--- src/rtl/dnn_layer_master.sv ---
// Avalon-MM master that evaluates one dense layer held in SDRAM:
// out[i] = act(bias[i] + sum_j W[i][j] * activ[j]) in signed fixed point.
module dnn_layer_master #(
  parameter int unsigned DATA_W    = 32,
  parameter int unsigned FRAC_BITS = 16,
  parameter int unsigned ADDR_W    = 32,
  parameter int unsigned ACC_W     = 64,
  parameter int unsigned LEN_W     = 16
) (
  input  logic              clk,
  input  logic              rst,
  input  logic              start,
  output logic              busy,
  output logic              done,
  input  logic [ADDR_W-1:0] bias_v_addr,
  input  logic [ADDR_W-1:0] weight_m_addr,
  input  logic [ADDR_W-1:0] activ_addr,
  input  logic [ADDR_W-1:0] out_activ_addr,
  input  logic [LEN_W-1:0]  activ_len,
  input  logic [LEN_W-1:0]  out_len,
  input  logic              relu,
  input  logic              master_waitrequest,
  output logic [ADDR_W-1:0] master_address,
  output logic              master_read,
  input  logic [DATA_W-1:0] master_readdata,
  input  logic              master_readdatavalid,
  output logic              master_write,
  output logic [DATA_W-1:0] master_writedata
);

  localparam logic [ADDR_W-1:0] Stride = ADDR_W'(DATA_W / 8);

  typedef enum logic [3:0] {
    StIdle, StRdBias, StWtBias, StRdW, StWtW, StRdA, StWtA, StMac, StWr, StDone
  } state_e;

  state_e                    state_q, state_d;
  logic [LEN_W-1:0]          i_q, i_d, j_q, j_d;
  logic [LEN_W-1:0]          i_inc, j_inc;
  logic [LEN_W-1:0]          activ_len_q, activ_len_d, out_len_q, out_len_d;
  logic                      relu_q, relu_d;
  logic [ADDR_W-1:0]         bias_ptr_q, bias_ptr_d, w_ptr_q, w_ptr_d;
  logic [ADDR_W-1:0]         a_base_q, a_base_d, a_ptr_q, a_ptr_d;
  logic [ADDR_W-1:0]         out_ptr_q, out_ptr_d;
  logic signed [DATA_W-1:0]  w_q, w_d, a_q, a_d;
  logic signed [ACC_W-1:0]   acc_q, acc_d;
  logic signed [2*DATA_W-1:0] prod, prod_sh;
  logic signed [ACC_W-1:0]   mac_term, bias_ext;
  logic [DATA_W-1:0]         wr_data;

  // Full-width signed product, rescaled back to the fixed-point format.
  assign prod     = (2*DATA_W)'(w_q) * (2*DATA_W)'(a_q);
  assign prod_sh  = prod >>> FRAC_BITS;
  assign mac_term = ACC_W'(prod_sh);
  assign bias_ext = ACC_W'(signed'(master_readdata));
  assign i_inc    = i_q + LEN_W'(1);
  assign j_inc    = j_q + LEN_W'(1);
  assign wr_data  = (relu_q && acc_q[ACC_W-1]) ? '0 : acc_q[DATA_W-1:0];

  always_comb begin
    state_d     = state_q;
    i_d         = i_q;
    j_d         = j_q;
    activ_len_d = activ_len_q;
    out_len_d   = out_len_q;
    relu_d      = relu_q;
    bias_ptr_d  = bias_ptr_q;
    w_ptr_d     = w_ptr_q;
    a_base_d    = a_base_q;
    a_ptr_d     = a_ptr_q;
    out_ptr_d   = out_ptr_q;
    w_d         = w_q;
    a_d         = a_q;
    acc_d       = acc_q;

    unique case (state_q)
      StIdle: begin
        if (start) begin
          activ_len_d = activ_len;
          out_len_d   = out_len;
          relu_d      = relu;
          bias_ptr_d  = bias_v_addr;
          w_ptr_d     = weight_m_addr;
          a_base_d    = activ_addr;
          out_ptr_d   = out_activ_addr;
          i_d         = '0;
          state_d     = (out_len == '0) ? StDone : StRdBias;
        end
      end
      StRdBias: if (!master_waitrequest) state_d = StWtBias;
      StWtBias: begin
        if (master_readdatavalid) begin
          acc_d   = bias_ext;
          j_d     = '0;
          a_ptr_d = a_base_q;
          state_d = (activ_len_q == '0) ? StWr : StRdW;
        end
      end
      StRdW: if (!master_waitrequest) state_d = StWtW;
      StWtW: begin
        if (master_readdatavalid) begin
          w_d     = signed'(master_readdata);
          w_ptr_d = w_ptr_q + Stride;
          state_d = StRdA;
        end
      end
      StRdA: if (!master_waitrequest) state_d = StWtA;
      StWtA: begin
        if (master_readdatavalid) begin
          a_d     = signed'(master_readdata);
          a_ptr_d = a_ptr_q + Stride;
          state_d = StMac;
        end
      end
      StMac: begin
        acc_d   = acc_q + mac_term;
        j_d     = j_inc;
        state_d = (j_inc == activ_len_q) ? StWr : StRdW;
      end
      StWr: begin
        if (!master_waitrequest) begin
          i_d        = i_inc;
          bias_ptr_d = bias_ptr_q + Stride;
          out_ptr_d  = out_ptr_q + Stride;
          state_d    = (i_inc == out_len_q) ? StDone : StRdBias;
        end
      end
      StDone:  state_d = StIdle;
      default: state_d = StIdle;
    endcase
  end

  always_comb begin
    busy             = 1'b0;
    done             = 1'b0;
    master_read      = 1'b0;
    master_write     = 1'b0;
    master_address   = '0;
    master_writedata = '0;
    unique case (state_q)
      StIdle: ;
      StDone: done = 1'b1;
      StRdBias: begin
        busy           = 1'b1;
        master_read    = 1'b1;
        master_address = bias_ptr_q;
      end
      StRdW: begin
        busy           = 1'b1;
        master_read    = 1'b1;
        master_address = w_ptr_q;
      end
      StRdA: begin
        busy           = 1'b1;
        master_read    = 1'b1;
        master_address = a_ptr_q;
      end
      StWr: begin
        busy             = 1'b1;
        master_write     = 1'b1;
        master_address   = out_ptr_q;
        master_writedata = wr_data;
      end
      default: busy = 1'b1;
    endcase
  end

  always_ff @(posedge clk) begin
    if (rst) begin
      state_q     <= StIdle;
      i_q         <= '0;
      j_q         <= '0;
      activ_len_q <= '0;
      out_len_q   <= '0;
      relu_q      <= 1'b0;
      bias_ptr_q  <= '0;
      w_ptr_q     <= '0;
      a_base_q    <= '0;
      a_ptr_q     <= '0;
      out_ptr_q   <= '0;
      w_q         <= '0;
      a_q         <= '0;
      acc_q       <= '0;
    end else begin
      state_q     <= state_d;
      i_q         <= i_d;
      j_q         <= j_d;
      activ_len_q <= activ_len_d;
      out_len_q   <= out_len_d;
      relu_q      <= relu_d;
      bias_ptr_q  <= bias_ptr_d;
      w_ptr_q     <= w_ptr_d;
      a_base_q    <= a_base_d;
      a_ptr_q     <= a_ptr_d;
      out_ptr_q   <= out_ptr_d;
      w_q         <= w_d;
      a_q         <= a_d;
      acc_q       <= acc_d;
    end
  end

endmodule

--- config.mk ---
export PLATFORM = sky130hd
export DESIGN_NAME = dnn_layer_master
export DESIGN_NICKNAME = d
export VERILOG_FILES = /design/src/rtl/dnn_layer_master.sv
export SDC_FILE = /design/constraint.sdc
export NUM_CORES = 2
export LEC_CHECK = 0
export BUFFER_PORTS_ARGS = -buffer_cell sky130_fd_sc_hd__buf_2
export CAP_MARGIN = 10
export CELL_PAD_IN_SITES_DETAIL_PLACEMENT = 0
export CELL_PAD_IN_SITES_GLOBAL_PLACEMENT = 1
export CORE_ASPECT_RATIO = 1.25
export CORE_MARGIN = 2
export CORE_UTILIZATION = 45
export CTS_CLUSTER_DIAMETER = 40
export CTS_CLUSTER_SIZE = 25
export DETAILED_ROUTE_END_ITERATION = 7
export HOLD_SLACK_MARGIN = 0.02
export PLACE_DENSITY_LB_ADDON = 0.25
export SLEW_MARGIN = 20
export SYNTH_ARGS = -nofsm -noshare
export SYNTH_HDL_FRONTEND = slang
export SYNTH_SLANG_ARGS = --single-unit
--- constraint.sdc ---
create_clock -name clk -period 10.34 [get_ports clk]
set_clock_uncertainty 0.15 [all_clocks]
set_input_delay 0.517 -clock clk [delete_from_list [all_inputs] [get_ports clk]]
set_output_delay 0.517 -clock clk [all_outputs]
set_load 0.1 [all_outputs]
==> flow_metrics.py <==
metrics = {
    "critical_path": {
        "start_kind": "flip-flop",
        "cp.arrival_ns": 10.51,
        "crit_required_ns": 10.70,
        "path_common_cell": "fa_1",
        "critical_path.max_fanout": 7,
        "slowest_delay_ns": 0.57,
        "worstSetupPathType": "reg2reg",
        "reg2reg_to": "acc_q[59]",
        "ff2ff_path_depth": 36,
        "r2r-start": "w_q[14]",
        "cp_slowest_cell": "fa_1",
        "reg2reg_slack_ns": 0.19,
        "cp-end-kind": "flip-flop",
    },
    "logic_synthesis": {
        "yosys-top-cells-area": "fa_1, dfxtp_1, nand2_1",
        "syn-mean-instance-area_sq_um": 8.50,
        "synth_edf_count": 0,
        "syn_area_sq_mm": 0.0565,
        "syn_nets": 8185,
        "synth_top_area_share": 0.383,
        "ys.warnings.count": 0,
        "seq_area_frac_synth": 0.126,
        "netlist_instances": 6652,
        "synth_area_leader_cell": "fa_1",
        "yosys_register_bits": 357,
        "ys_async_sr_fraction": 0,
        "ys.flop_type": "dfxtp_1",
        "synthDistinctLibCells": 85,
    },
    "clocking": {
        "cts_tree": "yes",
        "clk_path_buf_depth": 3,
        "clock_insertion_delay_worst_skew_ns": 0.68,
        "cts_root_buffer": "clkbuf_16",
        "numClockSinks": 357,
        "numCtsBuffers": 80,
        "path_clk_slew_ns": 0.05,
        "h-tree-depth": 3,
    },
    "placement": {
        "placed_area_sq_mm": 0.0628,
        "dp_hpwl_microns": 142000,
        "placedCellCount": 8611,
        "preCtsSetupSlack_ns": -0.103,
        "gp_congestion": 0.912,
        "io_buffer_count": 265,
    },
    "power_and_ir_drop": {
        "peakVddDrop_v": 0.000200,
        "leakage_nw": 32.5,
        "power.density_mw_per_mm2": 88.6,
    },
    "sta": {
        "hold_viol_final": 0,
        "final.period_utilization": 0.982,
        "setup_tns_ns": 0,
        "final-setup-viol-count": 0,
        "worstMarginPinSlew_ns": 1.13,
        "post-route-min-period_ns": 10.15,
        "maxSlewViolCount": 0,
        "rsz0062_at_grt": "true",
        "holdWs_ns": 0.0443,
        "setup_ws_ns": 0.185,
        "clock.fmax_mhz": 98.5,
        "maxSlewHeadroom": 0.247,
    },
    "status": {
        "violations": "DRC",
        "outcome": "finished with violations",
    },
    "floorplan": {
        "dieArea_sq_mm": 0.128,
        "initial_core_util": 0.453,
        "fp.dieH_microns": 400,
        "core_sq_mm": 0.125,
        "fp.dieW_microns": 321,
        "io_pins": 266,
        "rows": 145,
    },
    "worst_hold_path": {
        "hold_path_end": "out_ptr_q[29]",
        "hold_depth": 3,
        "hp-class": "in2reg",
        "worstHoldStart": "out_activ_addr[29]",
    },
    "drt": {
        "routed_via_density": 5.40,
        "postRouteAntennaNets": 0,
        "vias": 48200,
        "wl_microns": 182000,
        "dr.pass1.iters": 8,
        "first_iter_violations": 3574,
        "wl_per_cell_microns": 20.4,
        "drcViolationCount": 6,
    },
    "final_layout": {
        "fin_nets": 8762,
        "finalNonFillerCells": 8919,
        "layout-drive-gt1-share": 0.162,
        "fillerInstances": 11400,
        "fin_area_sq_mm": 0.0684,
        "area_growth_pct": 21.0,
    },
    "global_route": {
        "grt_pass1_vias": 49900,
        "globalRouteTotalUtil": 0.282,
        "grt_pass1_wl_microns": 284000,
        "antenna_found_initial": 23,
        "grt_max_degree": 194,
        "grt.overflow.total": 0,
    },
    "flow_run": {
        "max_cap_violations": 0,
    },
}
-- state kept, by name, indices dropped and copies added (netlist names) --
signal,flops
acc_q,64
a_base_q,32
a_ptr_q,32
a_q,32
bias_ptr_q,32
out_ptr_q,32
w_ptr_q,32
w_q,32
activ_len_q,16
i_q,16
j_q,16
out_len_q,16
state_q,4
relu_q,1
-- Yosys cell counts, types with 6 or more instances --
cell type,count
a222oi_1,32
nor3_1,61
a31oi_1,12
a21boi_0,6
nor2b_1,21
o21ai_0,174
nand2_1,1102
o221ai_1,8
nor2_1,317
a22oi_1,27
a21o_1,57
o211ai_1,7
inv_1,967
nand3_1,94
o21ai_1,15
nand4_1,48
or3_1,14
xnor2_1,137
and4_1,12
and2_1,564
o32ai_1,8
clkbuf_1,386
and3_1,45
a211oi_1,59
dfxtp_1,357
o21bai_1,15
buf_2,6
nor4_1,21
ha_1,253
a221oi_1,35
nand2b_1,19
fa_1,1082
buf_1,15
o31ai_1,10
o22ai_1,36
nor3b_1,9
a311oi_1,36
xor2_1,56
o21a_1,13
a21oi_1,428
-- final cells by class --
type,instances,area [sq um],share of cell area
clock inverters,54,861,0.0126
repair buffers,904,7530,0.110
well taps,1617,2020,0.0296
inverters,967,3630,0.0531
multi-input cells,4919,45000,0.657
diodes,9,22.5,0.000329
flip-flops and latches,357,7230,0.106
clock buffers,92,2130,0.0311
-- how the worst max path moves through the flow --
| stage | slack (ns) | end | startpoint | depth (start not counted) |
|---|---|---|---|---|
| after floorplan | 0.14 | acc_q[59] | a_q[2] | 37 |
| after global placement | -0.04 | acc_q[62] | a_q[18] | 35 |
| after detailed placement | -0.10 | acc_q[55] | w_q[22] | 37 |
| after CTS | 0.003 | acc_q[59] | w_q[20] | 37 |
| after global routing | -0.12 | acc_q[59] | w_q[10] | 36 |
| final | 0.19 | acc_q[59] | w_q[14] | 36 |
-- stage by stage --
step / util / power (mW)
CTS: 0.534 / 6.07
global route: 0.548 / 6.31
global placement: 0.503 / 3.17
floorplan: - / 2.71
detailed placement: 0.503 / 3.19
finish: 0.548 / 6.06
-- cells by family (layout without fill, tap and decap cells) --
logic type	count (synthesis)	after routing	share of synthesized area
AO/OA/AOI/OAI	1039	1039	0.116
XOR/XNOR	195	195	0.0307
adder cells (fa/ha/maj)	1335	1335	0.439
buffers and inverters	1376	2017	0.0916
flip-flops	357	357	0.126
multiplexers	3	3	0.000531
other	0	9	0
AND/OR/NAND/NOR	2347	2347	0.195
-- power by group --
group / total [mW] / internal, mW / switching [mW]
sequential: 1.80 / 1.57 / 0.233
combinational: 1.42 / 0.455 / 0.961
clock: 2.84 / 1.86 / 0.988
-- worst max-delay path: cells and delay by family (launching register included) --
kind	cells	cell delay (ns)
fa+ha+maj	10	4.54
xor+xnor	1	0.15
buf+inv	6	0.69
compound gates	13	2.79
simple gates	6	1.25
flops	1	0.39
-- per-layer routing --
| metal | share of wire | track usage | wire (microns) | vias to the layer above |
|---|---|---|---|---|
| met5 | 0.00088 | 0 | 161 | - |
| met4 | 0.028 | 0.0727 | 5110 | 24 |
| met3 | 0.070 | 0.0460 | 12700 | 298 |
| met2 | 0.49 | 0.475 | 88300 | 1442 |
| met1 | 0.42 | 0.379 | 75800 | 24300 |
| li1 | - | - | - | 22200 |
-- layout by cell type, fill, tap and decap left out, drive strengths merged, types with 89 or more instances in the layout --
| cell type | n |
|---|---|
| a21oi | 431 |
| and2 | 565 |
| buf | 800 |
| clkbuf | 107 |
| dfxtp | 357 |
| dlygate4sd3 | 89 |
| fa | 1082 |
| ha | 253 |
| inv | 976 |
| nand2 | 1102 |
| nand3 | 94 |
| nor2 | 317 |
| o21ai | 189 |
| xnor2 | 137 |
-- what timing repair did --
action / 4_1_cts / 5_1_grt
hold buffers: 89 / 0
gates cloned: 0 / 16
hold endpoints to repair: 93 / 0
endpoints found under the setup margin: 9 / 26
buffers inserted: 0 / 50
resized for setup: 15 / 246
pin swaps: 3 / 141
Note: power is estimated with default switching activity, not from simulation.
